===== config.mk =====
export PLATFORM = sky130hd
export DESIGN_NAME = parity_sel_mux_pipe
export DESIGN_NICKNAME = d
export VERILOG_FILES = /design/src/rtl/psmux_pkg.sv /design/src/rtl/psmux_skid_buf.sv /design/src/rtl/parity_sel_mux_pipe.sv
export SDC_FILE = /design/constraint.sdc
export NUM_CORES = 1
export LEC_CHECK = 0
export CAP_MARGIN = 0
export CORE_MARGIN = 4
export CORE_UTILIZATION = 60
export CTS_BUF_LIST = sky130_fd_sc_hd__clkbuf_16
export DETAILED_ROUTE_END_ITERATION = 10
export DONT_BUFFER_PORTS = 1
export PLACE_DENSITY = 0.77
export SYNTH_ARGS = -nofsm -noshare
export SYNTH_HDL_FRONTEND = slang
export SYNTH_HIERARCHICAL = 1
export SYNTH_SLANG_ARGS = --single-unit

===== constraint.sdc =====
create_clock -name clk -period 2.6 [get_ports clk]
set_clock_uncertainty 0.05 [all_clocks]
set_input_delay 0.26 -clock clk [delete_from_list [all_inputs] [get_ports clk]]
set_output_delay 0.26 -clock clk [all_outputs]
set_load 0.02 [all_outputs]

===== src/rtl/psmux_pkg.sv =====
// Shared types and helpers for the pipelined parity-select mux.
// psmux_state_t encodes skid-buffer occupancy; parity_sel() picks the operand side.
package psmux_pkg;

  typedef enum logic [1:0] {
    EMPTY = 2'd0,
    ONE   = 2'd1,
    TWO   = 2'd2
  } psmux_state_t;

  localparam int unsigned MAX_SEL_W = 32;

  // Returns 1 when data_b is selected. odd_sel_b=1 maps odd parity to B.
  function automatic logic parity_sel(input logic [MAX_SEL_W-1:0] sel,
                                      input logic                 odd_sel_b);
    return (^sel) ~^ odd_sel_b;
  endfunction

endpackage


===== src/rtl/psmux_skid_buf.sv =====
// Two-entry valid/ready skid buffer: main register drives the outputs, the skid
// register absorbs one beat while downstream stalls. in_ready is fully registered.
module psmux_skid_buf
  import psmux_pkg::*;
#(
  parameter int W = 9
) (
  input  logic         clk,
  input  logic         rst_n,
  input  logic         in_valid,
  output logic         in_ready,
  input  logic [W-1:0] in_data,
  output logic         out_valid,
  input  logic         out_ready,
  output logic [W-1:0] out_data
);

  psmux_state_t state_q, state_d;
  logic [W-1:0] main_q, main_d;
  logic [W-1:0] skid_q, skid_d;
  logic         in_ready_q, in_ready_d;
  logic         accept, drain;

  assign out_valid = (state_q != EMPTY);
  assign out_data  = main_q;
  assign in_ready  = in_ready_q;
  assign accept    = in_valid && in_ready_q;
  assign drain     = out_valid && out_ready;

  always_comb begin
    // NOTE: every signal driven here gets a default first, so no path infers a latch.
    state_d = state_q;
    main_d  = main_q;
    skid_d  = skid_q;
    unique case (state_q)
      EMPTY: begin
        if (accept) begin
          state_d = ONE;
          main_d  = in_data;
        end
      end
      ONE: begin
        if (accept && drain) begin
          main_d = in_data;
        end else if (accept) begin
          state_d = TWO;
          skid_d  = in_data;
        end else if (drain) begin
          state_d = EMPTY;
        end
      end
      TWO: begin
        if (drain) begin
          state_d = ONE;
          main_d  = skid_q;
        end
      end
      default: state_d = EMPTY;
    endcase
    // Looking at the next state keeps out_ready off any combinational path to in_ready.
    in_ready_d = (state_d != TWO);
  end

  always_ff @(posedge clk or negedge rst_n) begin
    // NOTE: sequential state uses non-blocking assignments so all registers update together.
    if (!rst_n) begin
      state_q    <= EMPTY;
      in_ready_q <= 1'b0;
      // NOTE: both payload registers are reset; main_q drives data_out, which must read 0.
      main_q     <= '0;
      skid_q     <= '0;
    end else begin
      state_q    <= state_d;
      in_ready_q <= in_ready_d;
      main_q     <= main_d;
      skid_q     <= skid_d;
    end
  end

endmodule


===== src/rtl/parity_sel_mux_pipe.sv =====
// Registered parity-select mux: ^sel picks data_a or data_b, output via skid buffer.
// Define PSMUX_CNT_EN to add saturating even/odd accept counters (cnt_even, cnt_odd).
module parity_sel_mux_pipe
  import psmux_pkg::*;
#(
  parameter int WIDTH     = 8,
  parameter int SEL_W     = 4,
`ifdef PSMUX_CNT_EN
  parameter int ODD_SEL_B = 1,
  parameter int CNT_W     = 16
`else
  parameter int ODD_SEL_B = 1
`endif
) (
  input  logic             clk,
  input  logic             rst_n,
  input  logic             in_valid,
  output logic             in_ready,
  input  logic [SEL_W-1:0] sel,
  input  logic [WIDTH-1:0] data_a,
  input  logic [WIDTH-1:0] data_b,
  output logic             out_valid,
  input  logic             out_ready,
  output logic [WIDTH-1:0] data_out,
`ifdef PSMUX_CNT_EN
  output logic             out_par,
  output logic [CNT_W-1:0] cnt_even,
  output logic [CNT_W-1:0] cnt_odd
`else
  output logic             out_par
`endif
);

  logic             par;
  logic             take_b;
  logic [WIDTH:0]   in_payload;
  logic [WIDTH:0]   out_payload;

  assign par        = ^sel;
  assign take_b     = parity_sel(MAX_SEL_W'(sel), (ODD_SEL_B != 0));
  assign in_payload = {par, (take_b ? data_b : data_a)};

  psmux_skid_buf #(.W(WIDTH + 1)) u_skid (
    .clk       (clk),
    .rst_n     (rst_n),
    .in_valid  (in_valid),
    .in_ready  (in_ready),
    .in_data   (in_payload),
    .out_valid (out_valid),
    .out_ready (out_ready),
    .out_data  (out_payload)
  );

  assign data_out = out_payload[WIDTH-1:0];
  assign out_par  = out_payload[WIDTH];

`ifdef PSMUX_CNT_EN
  logic accept;
  assign accept = in_valid && in_ready;

  always_ff @(posedge clk or negedge rst_n) begin
    if (!rst_n) begin
      cnt_even <= '0;
      cnt_odd  <= '0;
    end else if (accept) begin
      // Saturate at all-ones rather than wrapping.
      if (par) begin
        if (cnt_odd != '1) cnt_odd <= cnt_odd + CNT_W'(1);
      end else begin
        if (cnt_even != '1) cnt_even <= cnt_even + CNT_W'(1);
      end
    end
  end
`endif

endmodule


==> flow_metrics.env <==
export IMPL_io_buffer_count=0
export IMPL_relSlewSlack=0.394
export IMPL_htreeDepth=1
export IMPL_synth_cell_type_count=23
export IMPL_dp_cells=101
export IMPL_io_pins=35
export IMPL_cts_tree="yes"
export IMPL_antenna_found_initial=0
export IMPL_die_h_um=50.8
export IMPL_wire_per_inst_um=18.8
export IMPL_finalCritPeriodShare=0.675
export IMPL_worst_hold_path_type="primary input to flop"
export IMPL_grt_overflow=0
export IMPL_fin_cells=106
export IMPL_timing_rr_end="u_skid/out_data[3]$_DFFE_PN0P_"
export IMPL_grt_setup_unrepaired="false"
export IMPL_drtPass1Iterations=2
export IMPL_clockRootBuffer="clkbuf_16"
export IMPL_synth_top_area_share=0.477
export IMPL_cts_made_buffers=3
export IMPL_clk_pin_slew_ns=0.05
export IMPL_routabilityCongestion=0.782
export IMPL_finalSetupViolCount=0
export IMPL_grt_pass1_wl_um=3090
export IMPL_nets=106
export IMPL_ys_ff_latch=21
export IMPL_max_cap_violations=0
export IMPL_drtAntennaViolNets=0
export IMPL_ys_seq_area_frac=0.477
export IMPL_initial_core_util=0.638
export IMPL_syn_area_mm2=0.00110
export IMPL_reg2regPathDepth=3
export IMPL_post_cts_resized=0
export IMPL_die_w_um=50.8
export IMPL_fmax_mhz=570
export IMPL_synth_top_cell_by_area="dfrtp_1"
export IMPL_syn_to_final_growth_pct=8.86
export IMPL_worstSkewPairLatency_ns=0.25
export IMPL_rrSetupSlack_ns=0.85
export IMPL_synthTopCellsByArea="dfrtp_1, mux2_4, o32a_1"
export IMPL_p_per_area_mw_per_mm2=1160
export IMPL_worstHoldPathCells=1
export IMPL_ir_drop_uv=850
export IMPL_cts_buffer_depth=2
export IMPL_setup_tns_ns=0
export IMPL_hp_start="out_ready"
export IMPL_cp_max_fo=11
export IMPL_outcome="completed"
export IMPL_core_mm2=0.00173
export IMPL_hold_path_endpoint="u_skid/in_ready$_DFF_PN0_"
export IMPL_hpwl_um=1410
export IMPL_drive_gt1_frac=0.321
export IMPL_ys_warn_count=6
export IMPL_avgSynthCellArea_um2=14.1
export IMPL_rows=15
export IMPL_syn_nets=102
export IMPL_antenna_cells=0
export IMPL_hold_viol=0
export IMPL_cp_data_arrival_time_ns=1.84
export IMPL_grt_pass1_vias=687
export IMPL_track_usage=0.166
export IMPL_end_kind="flop"
export IMPL_postCtsSetupBuffers=0
export IMPL_path_class="flop to flop"
export IMPL_regToRegStartpoint="u_skid/state_q[0]$_DFF_PN0_"
export IMPL_p_leak_nw=0.491
export IMPL_viasPerCell=6.07
export IMPL_wirelength_um=1990
export IMPL_crit_required_ns=2.69
export IMPL_drt_iter0_markers=5
export IMPL_drc=0
export IMPL_crit_path_start_kind="flop"
export IMPL_fin_crit_ns=1.75
export IMPL_slew_viol_final=0
export IMPL_die_area_mm2=0.00258
export IMPL_grt_max_degree=22
export IMPL_cts_sinks=21
export IMPL_syn_inst=78
export IMPL_dr_total_vias=643
export IMPL_tightestPinTransition_ns=0.906
## per-layer routing
metal,routed length [um],GRT usage,vias up
li1,-,-,302
met1,823,0.172,320
met2,1000,0.285,19
met3,147,0.0729,2
met4,22,0.0807,0
met5,0,0,-
## logic make-up after synthesis
logic type,share of synthesized area
buffers and inverters,0.0341
AOI/OAI and AO/OA,0.176
and+or+nand+nor,0.0682
DFF,0.477
xor gates and xnor gates,0.0307
muxes,0.214
## flip-flops by register name, indices dropped and copies added (netlist names)
register / count
u_skid/out_data: 9
u_skid/in_ready: 1
u_skid/state_q: 2
u_skid/skid_q: 9
## power breakdown
group          internal [W]  switching [W]  total, W  leakage (nW)
clock              0.000204       0.000106  0.000310        0.0423
combinational      0.000250       0.000160  0.000410         0.208
sequential         0.000480       0.000196  0.000676         0.241
total              0.000935       0.000461   0.00140         0.491
## cells in the mapped netlist
master	n
dfrtp_1	21
mux2_4	9
o21a_1	9
o32a_1	9
mux2_2	8
a21o_1	2
buf_6	2
nand2_1	2
xnor2_1	2
buf_4	1
inv_1	1
inv_2	1
mux2i_1	1
nand2b_1	1
nand3b_1	1
nand3b_4	1
nand4b_1	1
nor2b_1	1
nor3b_2	1
o21ai_1	1
o21ai_4	1
or2_1	1
xnor2_2	1
## cell type report
cell class	count	area, um^2
clock buffer	3	75.1
clock inverter	1	3.75
fill	126	528
inverter	2	7.51
multi-input combinational	52	538
sequential	21	526
tap	25	31.3
timing repair buffer	2	17.5
## critical path: stages (launching register included)
cell	delay, ns
dfrtp_1	0.43
nor2b_1	0.72
o21ai_4	0.21
o21a_1	0.22
## cell usage in the layout (no fill, tap or decap), types with 2 or more instances in the layout
cell       Yosys  final
mux2_2         8      8
o21a_1         9      9
xnor2_1        2      2
o32a_1         9      9
mux2_4         9      9
a21o_1         2      2
nand2_1        2      2
dfrtp_1       21     21
inv_1          1      2
clkbuf_16      0      3
## timing repair
action                                  4_1_cts  5_1_grt
hold buffers                                  1        0
endpoints found under the hold margin        21        0
endpoints found under the setup margin        0        0
## worst max path at each step
stage	depth (start not counted)	start	slack, ns	to
after global routing	3	u_skid/state_q[0]$_DFF_PN0_	0.73	u_skid/out_data[3]$_DFFE_PN0P_
after CTS	3	u_skid/state_q[0]$_DFF_PN0_	0.84	u_skid/out_data[3]$_DFFE_PN0P_
after global placement	5	sel[2]	0.70	u_skid/out_data[6]$_DFFE_PN0P_
after floorplan	5	sel[2]	0.85	u_skid/out_data[0]$_DFFE_PN0P_
final	3	u_skid/state_q[0]$_DFF_PN0_	0.85	u_skid/out_data[3]$_DFFE_PN0P_
after detailed placement	5	sel[2]	0.67	u_skid/out_data[7]$_DFFE_PN0P_
## stage by stage
stage	setup WS (ns)	hold WS, ns	util	area (um^2)	power, W
2_1_floorplan	0.848	-0.0856	-	1100	0.00102
3_5_place_dp	0.668	-0.0851	0.643	1110	0.00108
5_1_grt	0.732	0.101	0.694	1200	0.00147
6_report	0.846	0.0974	0.694	1200	0.00140
4_1_cts	0.844	0.0929	0.694	1200	0.00141
3_3_place_gp	0.702	-0.0851	0.643	1110	0.00107
No activity file was read; power rests on OpenSTA's default activity.
